`config.mk`:
```
export PLATFORM = sky130hd
export DESIGN_NAME = dsp19x2_fir_sequencer
export DESIGN_NICKNAME = d
export VERILOG_FILES = /design/src/rtl/dsp19x2_fir_seq_pkg.sv /design/src/rtl/dsp19x2_fir_seq_delay_line.sv /design/src/rtl/dsp19x2_fir_sequencer.sv
export SDC_FILE = /design/constraint.sdc
export NUM_CORES = 1
export LEC_CHECK = 0
export BUFFER_PORTS_ARGS = -buffer_cell sky130_fd_sc_hd__buf_2
export CAP_MARGIN = 20
export CORE_ASPECT_RATIO = 0.5
export CORE_MARGIN = 4
export CORE_UTILIZATION = 45
export CTS_CLUSTER_DIAMETER = 200
export DETAILED_ROUTE_END_ITERATION = 8
export PLACE_DENSITY = 0.71
export REMOVE_ABC_BUFFERS = 1
export SYNTH_ARGS = -nofsm -noshare
export SYNTH_HDL_FRONTEND = slang
export SYNTH_SLANG_ARGS = --single-unit
```
`constraint.sdc`:
```
create_clock -name CLK -period 2.75 [get_ports CLK]
set_clock_uncertainty 0.1 [all_clocks]
set_input_delay 0.1375 -clock CLK [delete_from_list [all_inputs] [get_ports CLK]]
set_output_delay 0.1375 -clock CLK [all_outputs]
set_load 0.01 [all_outputs]
```
`src/rtl/dsp19x2_fir_seq_pkg.sv`:
```
// Shared types and constants for the DSP19X2 dual-lane FIR sequencer.
package dsp19x2_fir_seq_pkg;

  localparam int A_W      = 10;
  localparam int B_W      = 9;
  localparam int Z_W      = 19;
  localparam int SHIFT_W  = 5;
  localparam int MAX_TAPS = 8;
  localparam int WAIT_W   = 3;

  localparam logic [2:0] FB_ACCUM = 3'b000;
  localparam logic [2:0] FB_CLEAR = 3'b001;

  typedef enum logic [1:0] {
    IDLE  = 2'd0,
    ISSUE = 2'd1,
    WAIT  = 2'd2
  } state_e;

  // Coefficient k of a packed table widened to the maximum tap count.
  function automatic logic [A_W-1:0] coeff_slice(input logic [MAX_TAPS*A_W-1:0] table_c,
                                                 input logic [3:0] k);
    return table_c[k*A_W +: A_W];
  endfunction

endpackage

```
`src/rtl/dsp19x2_fir_seq_delay_line.sv`:
```
// Per-lane sample history: newest sample at index 0, oldest dropped on shift.
module dsp19x2_fir_seq_delay_line
  import dsp19x2_fir_seq_pkg::*;
#(
  parameter int NUM_TAPS = 4,
  parameter int SEL_W    = $clog2(NUM_TAPS + 1)
) (
  input  logic             clk_i,
  input  logic             rst_ni,
  input  logic             shift_i,
  input  logic             flush_i,
  input  logic [B_W-1:0]   din_i,
  input  logic [SEL_W-1:0] tap_sel_i,
  output logic [B_W-1:0]   tap_o
);

  logic [NUM_TAPS-1:0][B_W-1:0] dly_q;
  logic [NUM_TAPS-1:0][B_W-1:0] dly_d;

  // History register.
  always_ff @(posedge clk_i or negedge rst_ni) begin
    if (!rst_ni) begin
      dly_q <= '0;
    end else begin
      dly_q <= dly_d;
    end
  end

  // Flush wins over shift; otherwise hold.
  always_comb begin
    dly_d = dly_q;
    if (flush_i) begin
      dly_d = '0;
    end else if (shift_i) begin
      dly_d[0] = din_i;
      for (int i = 1; i < NUM_TAPS; i++) begin
        dly_d[i] = dly_q[i-1];
      end
    end else begin
      dly_d = dly_q;
    end
  end

  // Tap select; an index past the last tap reads as zero.
  always_comb begin
    tap_o = '0;
    for (int i = 0; i < NUM_TAPS; i++) begin
      if (tap_sel_i == SEL_W'(i)) begin
        tap_o = dly_q[i];
      end else begin
        tap_o = tap_o;
      end
    end
  end

endmodule

```
`src/rtl/dsp19x2_fir_sequencer.sv`:
```
// Sequences one DSP19X2 as a dual-lane FIR: accept a sample pair, issue the taps, capture Z.
// Optional FLUSH input enabled by defining DSP19X2_FIR_SEQ_FLUSH_EN.
module dsp19x2_fir_sequencer
  import dsp19x2_fir_seq_pkg::*;
#(
  parameter int                      NUM_TAPS       = 4,
  parameter int                      DSP_LATENCY    = 3,
  parameter logic [NUM_TAPS*A_W-1:0] COEFF1         = '0,
  parameter logic [NUM_TAPS*A_W-1:0] COEFF2         = '0,
  parameter bit                      COEFF_UNSIGNED = 1'b0,
  parameter bit                      DATA_UNSIGNED  = 1'b0,
  parameter logic [SHIFT_W-1:0]      RESULT_SHIFT   = 5'd0,
  parameter bit                      ROUND_EN       = 1'b0,
  parameter bit                      SATURATE_EN    = 1'b0
) (
  input  logic               CLK,
  input  logic               RESET,
  input  logic               S_VALID,
  output logic               S_READY,
  input  logic [B_W-1:0]     S_B1,
  input  logic [B_W-1:0]     S_B2,
`ifdef DSP19X2_FIR_SEQ_FLUSH_EN
  input  logic               FLUSH,
`endif
  output logic [A_W-1:0]     A1,
  output logic [A_W-1:0]     A2,
  output logic [B_W-1:0]     B1,
  output logic [B_W-1:0]     B2,
  output logic [2:0]         FEEDBACK,
  output logic               LOAD_ACC,
  output logic [4:0]         ACC_FIR,
  output logic               SUBTRACT,
  output logic               UNSIGNED_A,
  output logic               UNSIGNED_B,
  output logic [SHIFT_W-1:0] SHIFT_RIGHT,
  output logic               ROUND,
  output logic               SATURATE,
  input  logic [Z_W-1:0]     Z1,
  input  logic [Z_W-1:0]     Z2,
  output logic               M_VALID,
  input  logic               M_READY,
  output logic [Z_W-1:0]     M_Z1,
  output logic [Z_W-1:0]     M_Z2
);

  localparam int SEL_W = $clog2(NUM_TAPS + 1);

  state_e              state_q, state_d;
  logic [SEL_W-1:0]    tap_q, tap_d;
  logic [WAIT_W-1:0]   wait_q, wait_d;
  logic [A_W-1:0]      a1_q, a1_d, a2_q, a2_d;
  logic [B_W-1:0]      b1_q, b1_d, b2_q, b2_d;
  logic [2:0]          fb_q, fb_d;
  logic                ld_q, ld_d;
  logic                mv_q, mv_d;
  logic [Z_W-1:0]      mz1_q, mz1_d, mz2_q, mz2_d;

  logic                accept_s;
  logic                flush_s;
  logic                issue_last_s;
  logic                wait_last_s;
  logic [SEL_W-1:0]    tap_idx_s;
  logic [B_W-1:0]      tap1_s, tap2_s;

`ifdef DSP19X2_FIR_SEQ_FLUSH_EN
  assign flush_s = FLUSH && (state_q == IDLE);
`else
  assign flush_s = 1'b0;
`endif

  // RESET gates ready so nothing is accepted while the block is held in reset.
  assign S_READY      = RESET && (state_q == IDLE) && (!mv_q || M_READY) && !flush_s;
  assign accept_s     = S_VALID && S_READY;
  assign issue_last_s = (state_q == ISSUE) && (tap_q == SEL_W'(NUM_TAPS - 1));
  assign wait_last_s  = (state_q == WAIT) && (wait_q == WAIT_W'(DSP_LATENCY - 1));
  assign tap_idx_s    = accept_s ? '0 : (tap_q + SEL_W'(1));

  dsp19x2_fir_seq_delay_line #(.NUM_TAPS(NUM_TAPS), .SEL_W(SEL_W)) u_dly1 (
    .clk_i(CLK), .rst_ni(RESET), .shift_i(accept_s), .flush_i(flush_s),
    .din_i(S_B1), .tap_sel_i(tap_idx_s), .tap_o(tap1_s)
  );

  dsp19x2_fir_seq_delay_line #(.NUM_TAPS(NUM_TAPS), .SEL_W(SEL_W)) u_dly2 (
    .clk_i(CLK), .rst_ni(RESET), .shift_i(accept_s), .flush_i(flush_s),
    .din_i(S_B2), .tap_sel_i(tap_idx_s), .tap_o(tap2_s)
  );

  // Sequencer state and counters.
  always_ff @(posedge CLK or negedge RESET) begin
    if (!RESET) begin
      state_q <= IDLE;
      tap_q   <= '0;
      wait_q  <= '0;
    end else begin
      state_q <= state_d;
      tap_q   <= tap_d;
      wait_q  <= wait_d;
    end
  end

  // Next-state logic.
  always_comb begin
    state_d = state_q;
    tap_d   = tap_q;
    wait_d  = wait_q;
    case (state_q)
      IDLE: begin
        if (accept_s) begin
          state_d = ISSUE;
          tap_d   = '0;
        end else begin
          state_d = IDLE;
        end
      end
      ISSUE: begin
        if (issue_last_s) begin
          state_d = WAIT;
          wait_d  = '0;
        end else begin
          tap_d = tap_q + SEL_W'(1);
        end
      end
      WAIT: begin
        if (wait_last_s) begin
          state_d = IDLE;
        end else begin
          wait_d = wait_q + WAIT_W'(1);
        end
      end
      default: begin
        state_d = IDLE;
      end
    endcase
  end

  // Output next values: the tap for the coming cycle, and the result holding register.
  always_comb begin
    a1_d  = '0;
    a2_d  = '0;
    b1_d  = '0;
    b2_d  = '0;
    fb_d  = FB_CLEAR;
    ld_d  = 1'b0;
    mv_d  = mv_q;
    mz1_d = mz1_q;
    mz2_d = mz2_q;
    if (state_d == ISSUE) begin
      a1_d = coeff_slice((MAX_TAPS*A_W)'(COEFF1), 4'(tap_idx_s));
      a2_d = coeff_slice((MAX_TAPS*A_W)'(COEFF2), 4'(tap_idx_s));
      // Tap 0 is the sample being accepted this edge, before the delay line holds it.
      b1_d = accept_s ? S_B1 : tap1_s;
      b2_d = accept_s ? S_B2 : tap2_s;
      fb_d = accept_s ? FB_CLEAR : FB_ACCUM;
      ld_d = 1'b1;
    end else begin
      ld_d = 1'b0;
    end
    if (wait_last_s) begin
      mv_d  = 1'b1;
      mz1_d = Z1;
      mz2_d = Z2;
    end else if (mv_q && M_READY) begin
      mv_d = 1'b0;
    end else begin
      mv_d = mv_q;
    end
  end

  // Registered DSP controls and result port.
  always_ff @(posedge CLK or negedge RESET) begin
    if (!RESET) begin
      a1_q  <= '0;
      a2_q  <= '0;
      b1_q  <= '0;
      b2_q  <= '0;
      fb_q  <= FB_CLEAR;
      ld_q  <= 1'b0;
      mv_q  <= 1'b0;
      mz1_q <= '0;
      mz2_q <= '0;
    end else begin
      a1_q  <= a1_d;
      a2_q  <= a2_d;
      b1_q  <= b1_d;
      b2_q  <= b2_d;
      fb_q  <= fb_d;
      ld_q  <= ld_d;
      mv_q  <= mv_d;
      mz1_q <= mz1_d;
      mz2_q <= mz2_d;
    end
  end

  assign A1          = a1_q;
  assign A2          = a2_q;
  assign B1          = b1_q;
  assign B2          = b2_q;
  assign FEEDBACK    = fb_q;
  assign LOAD_ACC    = ld_q;
  assign M_VALID     = mv_q;
  assign M_Z1        = mz1_q;
  assign M_Z2        = mz2_q;
  assign ACC_FIR     = 5'd0;
  assign SUBTRACT    = 1'b0;
  assign UNSIGNED_A  = COEFF_UNSIGNED;
  assign UNSIGNED_B  = DATA_UNSIGNED;
  assign SHIFT_RIGHT = RESULT_SHIFT;
  assign ROUND       = ROUND_EN;
  assign SATURATE    = SATURATE_EN;

endmodule

```
==> summary.txt, run 1 <==
Outcome
  • Status: finished clean

Placed design
  • DP HPWL: 8.52 mm
  • Routability Congestion: 0.729
  • Port Buf Inserts: 119
  • DP Worst Slack: 0.492 ns
  • Post-Place Cells: 909

STA
  • Final min period: roughly 2.3 ns
  • Final worst slack: 0.470 ns
  • Setup TNS: 0 ns
  • Final Max Slew Viols: 0
  • Max Freq: ~440 MHz
  • Fin crit share: 82.9%
  • Max_slew headroom: 55.4%
  • Final Hold Viols: 0
  • Tightest Pin Transition: around 0.67 ns
  • Endpoints failing setup: 0
  • RSZ-0062 raised after global routing: false

GRT
  • First-pass GRT wire length: ~24 mm
  • Vias in the first global route: 4974
  • Largest net degree at the start of global routing: ~130
  • GRT Residual Overflow: 0
  • Total track usage: 17.8%
  • Initial antenna violation count: 0

Clock tree
  • Setup bufs post-CTS: 0
  • CTS tree: yes
  • Clock-pin slew on the worst setup and hold paths: roughly 0.060 ns
  • H-tree levels: 4
  • TritonCTS Sinks: approximately 140
  • Clock Tree Root: clkbuf_16
  • Clock buffer depth: 2
  • Clk Latency, worst-skew pair: about 0.4 ns
  • CTS Buf Count: 17
  • CTS-repair resized insts: 0

Floorplan
  • Area of the core: 13800 um^2
  • Initial core utilization: 46.9%
  • IO Count: 157
  • Die X: approximately 180 um
  • DIE HEIGHT: 92.9 um
  • Row count: 30
  • Area of the die: 16500 um^2

Layout
  • Fillers: 1123
  • Layout cells sized above 1: 27.7%
  • Antenna Cells: 0
  • Multi-input logic area: roughly 2600 um^2
  • Final #Nets: 857
  • Reg area: ~3500 um^2
  • Commonest non-fill, non-tap cell in the layout: nand2_1
  • Most frequent cells in the layout: nand2_1 (160), dfrtp_1 (138), buf_2 (118)
  • Final core occ: 59.6%
  • Final cell count without fillers: 998
  • Area growth, synth to finish: 26.9%

Synth
  • Yosys reg bits: 139
  • Sequential fraction of the synthesis area: 53.7%
  • Synth warn: 0
  • Synth cell types: 39
  • Synthesized area: 6480 um^2
  • Post-Syn Area per Cell: a little over 10 um^2
  • Cells after Synth: 633

Critical path
  • CP endpoint kind: flip-flop
  • Crit Path Max Fanout: 34
  • Setup Crit Path Kind: flip-flop to flip-flop
  • Startpoint Class: flip-flop
  • Req. time, crit path: around 3.0 ns
  • Crit path DAT: approximately 2.5 ns

Detailed routing
  • First-pass detailed-route iteration total: 5
  • DR iter-0 viols: 414
  • WL per Instance: 14.4 um
  • Vias per std cell: between 4 and 5
  • Via count: 4966
  • DRC: 0
  • Total Wirelength: 14.4 mm
  • Antenna-violating nets left: 0

Job
  • Max-Cap Viols: 0

Hold path
  • Type of the worst min-delay path: primary input to asynchronous set/reset pin

Pwr
  • P per Cell Area: ~1200 nW/um^2
  • Leak pwr: 4.00 nW
  • Max rail drop VDD: between 600 and 700 uV
cells by family (layout without fill, tap and decap cells):
family / count (synthesis) / after routing / share of synthesized area, %
and+or+nand+nor: 181 / 181 / 11.5
AOI/OAI and AO/OA: 150 / 150 / 15.7
DFF: 139 / 139 / 53.7
buffers and inverters: 101 / 238 / 8.74
muxes: 56 / 56 / 9.38
adders and majority gates: 4 / 4 / 0.772
other: 1 / 37 / 0.0578
xor gates and xnor gates: 1 / 1 / 0.135
critical path, cell delays in order (launching register included):
cell      delay (ns)
dfrtp_1         0.39
ha_1            0.21
ha_1            0.34
or3b_4          0.40
a31oi_4         0.17
buf_12          0.23
a211oi_1        0.12
a211oi_2        0.23
area by class of cell:
cell class | instances | share of cell area, %
clock inverters | 15 | 1.54
well taps | 192 | 2.92
clock buffers | 17 | 5.17
inverters | 22 | 1.00
repair buffers | 184 | 15.6
flip-flops and latches | 139 | 42.3
multi-input cells | 429 | 31.5
synth_stat cells:
master      n  area (um^2)
a31oi_1     2         12.5
and3_1      1         6.26
nand2b_1    2         12.5
nand2_1   160          601
buf_2      23          115
xnor2_1     1         8.76
nor2b_1     1         6.26
ha_1        4         50.1
dfrtp_1   138         3450
dfstp_2     1         26.3
a211oi_2   17          213
nor3_1      1         5.00
nor4b_1     1         8.76
o31a_1     17          149
a32oi_1     1         8.76
nor2_1      3         11.3
a211oi_1   17          128
a31oi_4     1         21.3
buf_6       1         11.3
conb_1      1         3.75
and3b_1     1         8.76
a21oi_1    51          255
a31o_2      1         8.76
nor3b_2     1         12.5
buf_4      40          300
o31ai_1     1         7.51
clkinv_1    1         3.75
clkbuf_1   14         52.6
inv_1      21         78.8
nand3_1     7         35.0
o22ai_1     2         12.5
nand4b_1    1         8.76
clkbuf_2    1         5.00
o41ai_1     1         8.76
mux2i_1    18          180
or3b_4      1         11.3
o21ai_0    39          195
mux2_2     38          428
nor3b_4     1         18.8
stage by stage:
stage	hold WS (ns)	instance area (um^2)	power [mW]
floorplan	-0.258	6130	6.21
global placement	-0.115	7110	7.37
detailed placement	-0.111	7110	7.52
CTS	0.0303	8230	9.76
global route	0.0609	8230	10.4
finish	0.0552	8230	9.67
path summary, 6_finish.rpt:
kind / startpoint / to / slack, ns / cells past startpoint
hold / removal: RESET / u_dly1.dly_q[10] / 0.06 / 2
setup reg to reg: tap_q[0] / B1[6] / 0.47 / 7
max in group asynchronous: RESET / u_dly2.dly_q[14] / 1.60 / 3
min in group CLK: S_VALID / LOAD_ACC / 0.21 / 4
setup / recovery: tap_q[0] / B1[6] / 0.47 / 7
hold reg to reg: u_dly2.dly_q[28] / u_dly2.dly_q[28] / 0.38 / 2
layer usage:
layer  GRT usage, %  routed length [um]
met1           23.4                6470
met2           29.8                6840
met3           4.00                 953
met4           5.08                 108
met5              0                   0
power by group:
| part | switching [mW] | internal, mW | total, mW |
|---|---|---|---|
| registers | 0.558 | 2.97 | 3.53 |
| clock network | 0.884 | 1.24 | 2.13 |
| logic | 2.33 | 1.69 | 4.02 |
| total | 3.77 | 5.90 | 9.67 |
registers in the layout, summed over array words and instances, names as in the netlist:
signal and cells:
u_dly2.dly_q 36, FEEDBACK 1, state_q 2, M_VALID 1, u_dly1.dly_q 36, M_Z1 19, LOAD_ACC 1, wait_q 3
B2 9, B1 9, tap_q 3, M_Z2 19
repair_timing:
item / in CTS / in global routing
hold endpoints to repair: 211 / 0
hold buffers: 57 / 0
setup endpoints to repair: 0 / 0
Note: power is estimated with default switching activity, not from simulation.
==> run 2: changes to the inputs <==
- PLACE_DENSITY: 0.71 -> 0.74
- clock period: 2.75 -> 2 ns (I/O delays scaled with it)
==> summary.txt, run 2 (same netlist as run 1, synthesis figures left out) <==
Detailed routing
  • First-pass detailed-route iteration total: 5 (unchanged)
  • Total Wirelength: 15.6 mm (was 14.4 mm)
  • WL per Instance: 15.4 um (was 14.4 um)
  • Vias per std cell: 5.14 (was 4.98)
  • DRC: 0 (unchanged)
  • Via count: 5210 (was 4966)
  • Antenna-violating nets left: 0 (unchanged)
  • DR iter-0 viols: 415 (was 414)

Pwr
  • P per Cell Area: 1720 nW/um^2 (was 1180 nW/um^2)
  • Max rail drop VDD: 927 uV (was 611 uV)
  • Final Total Pwr: 14.9 mW (was 9.67 mW)
  • Leak pwr: 4.16 nW (was 4.00 nW)

STA
  • Setup TNS: -2.65 ns (was 0 ns)
  • Final Max Slew Viols: 0 (unchanged)
  • Final worst slack: -0.191 ns (was 0.470 ns)
  • WHS: 0.0682 ns (was 0.0552 ns)
  • Final Hold Viols: 0 (unchanged)
  • Final min period: 2.19 ns (was 2.28 ns)
  • Fin crit share: 110% (was 82.9%)
  • Tightest Pin Transition: 0.521 ns (was 0.669 ns)
  • Endpoints failing setup: 17 (was 0)
  • Max_slew headroom: 65.3% (was 55.4%)
  • RSZ-0062 raised after global routing: true (was false)
  • Max Freq: 456 MHz (was 439 MHz)

Clock tree
  • CTS Buf Count: 17 (unchanged)
  • Clk Latency, worst-skew pair: 0.42 ns (was 0.41 ns)
  • TritonCTS Sinks: 139 (unchanged)
  • Clock buffer depth: 2 (unchanged)
  • H-tree levels: 4 (unchanged)
  • Clock Tree Root: clkbuf_16 (unchanged)
  • Clock-pin slew on the worst setup and hold paths: 0.06 ns (about the same)
  • CTS tree: yes (unchanged)

Floorplan
  • Initial core utilization: 46.9% (unchanged)
  • Die X: 178 um (unchanged)
  • IO Count: 157 (unchanged)
  • Row count: 30 (unchanged)
  • Area of the core: 13800 um^2 (unchanged)
  • DIE HEIGHT: 92.9 um (unchanged)
  • Area of the die: 16500 um^2 (unchanged)

Critical path
  • Worst reg-to-reg setup slack: -0.19 ns (was 0.47 ns)
  • R2r endpoint: B2[0] (was B1[6])
  • CP endpoint kind: flip-flop (unchanged)
  • Worst r2r src: tap_q[0] (unchanged)
  • Setup Crit Path Kind: flip-flop to flip-flop (unchanged)
  • Crit Path Max Fanout: 5 (was 34)
  • Crit path DAT: 2.41 ns (was 2.50 ns)
  • Req. time, crit path: 2.22 ns (was 2.97 ns)
  • Critical Path Start: tap_q[0] (unchanged)
  • Startpoint Class: flip-flop (unchanged)
  • FF-to-FF path depth: 8 (was 7)
  • CP endpoint: B2[0] (was B1[6])

Layout
  • Final cell count without fillers: 1013 (was 998)
  • Area growth, synth to finish: 33.8% (was 26.9%)
  • Top Registers: u_dly1.dly_q x36, u_dly2.dly_q x36 (unchanged)
  • Final Cell Area: 8670 um^2 (was 8230 um^2)
  • Most frequent cells in the layout: nand2_1 (160), dfrtp_1 (138), buf_2 (118) (unchanged)
  • Antenna Cells: 0 (unchanged)
  • Final core occ: 62.8% (was 59.6%)
  • Multi-input logic area: 2710 um^2 (was 2590 um^2)
  • Final #Nets: 872 (was 857)
  • Reg area: 3480 um^2 (unchanged)
  • Fillers: 1042 (was 1123)
  • Layout cells sized above 1: 30.8% (was 27.7%)
  • Commonest non-fill, non-tap cell in the layout: nand2_1 (unchanged)

Placed design
  • DP Worst Slack: -0.172 ns (was 0.492 ns)
  • Port Buf Inserts: 119 (unchanged)
  • Routability Congestion: 0.772 (was 0.729)
  • Post-Place Cells: 918 (was 909)
  • DP Area: 7220 um^2 (was 7110 um^2)
  • DP HPWL: 9.19 mm (was 8.52 mm)

GRT
  • First-pass GRT wire length: 25.3 mm (was 23.9 mm)
  • GRT Residual Overflow: 0 (unchanged)
  • Largest net degree at the start of global routing: 94 (was 131)
  • Met2 Usage GRT: 32.1% (was 29.8%)
  • Vias in the first global route: 5077 (was 4974)
  • GRT busiest layer: met2 (unchanged)
  • Initial antenna violation count: 0 (unchanged)
  • Total track usage: 18.9% (was 17.8%)
  • GRT met1 Usage: 24.1% (was 23.4%)
  • GR Util met3: 4.53% (was 4.00%)

Job
  • Max-Cap Viols: 0 (unchanged)

Outcome
  • Status: complete, but fails checks (was finished clean)
  • Failing checks: negative setup slack

Hold path
  • Type of the worst min-delay path: primary input to flip-flop (was primary input to asynchronous set/reset pin)
run 2: worst min path at each step:
stage	start	to	slack, ns	cells past startpoint
detailed placement	RESET	tap_q[2]	0.10	2
global placement	RESET	tap_q[2]	0.1	2
global route	S_VALID	state_q[0]	0.07	4
finish	S_VALID	LOAD_ACC	0.07	4
CTS	S_VALID	state_q[0]	0.06	4
floorplan	RESET	B1[0]	-0.30	0
run 2: timing repair:
action | 4_1_cts | 5_1_grt
pin swaps | 7 | 19
setup endpoints to repair | 17 | 17
endpoints found under the hold margin | 214 | 0
hold buffers | 57 | 0
resized for setup | 15 | 10
setup buffers | 2 | 0
cloned | 2 | 1
run 2: routing by layer:
metal / vias up / wire (um) / part of all wire (%)
met5: - / 0 / 0
met4: 0 / 157 / 1.0
met3: 15 / 1070 / 6.9
met2: 182 / 7640 / 49
met1: 2578 / 6710 / 43
li1: 2435 / - / -
run 2: cell type report:
cell class	instances	share of cell area [%]
Clock inverter	14	2.25
Sequential cell	139	40.1
Clock buffer	18	5.06
Tap cell	192	2.77
Inverter	22	0.952
Timing Repair Buffer	199	17.6
Multi-Input combinational cell	429	31.2
run 2: power breakdown:
group          leakage (nW)  switching (mW)  internal, mW
sequential             1.75           0.834          4.08
clock                 0.304            1.23          2.13
combinational          2.11            3.63          2.98
total                  4.16            5.69          9.19
run 2: critical path, stage by stage (launching register included):
cell	delay, ns
dfrtp_1	0.38
ha_2	0.20
ha_4	0.26
or3b_4	0.38
a31oi_4	0.18
buf_6	0.17
buf_12	0.13
a21oi_1	0.07
a211oi_2	0.24
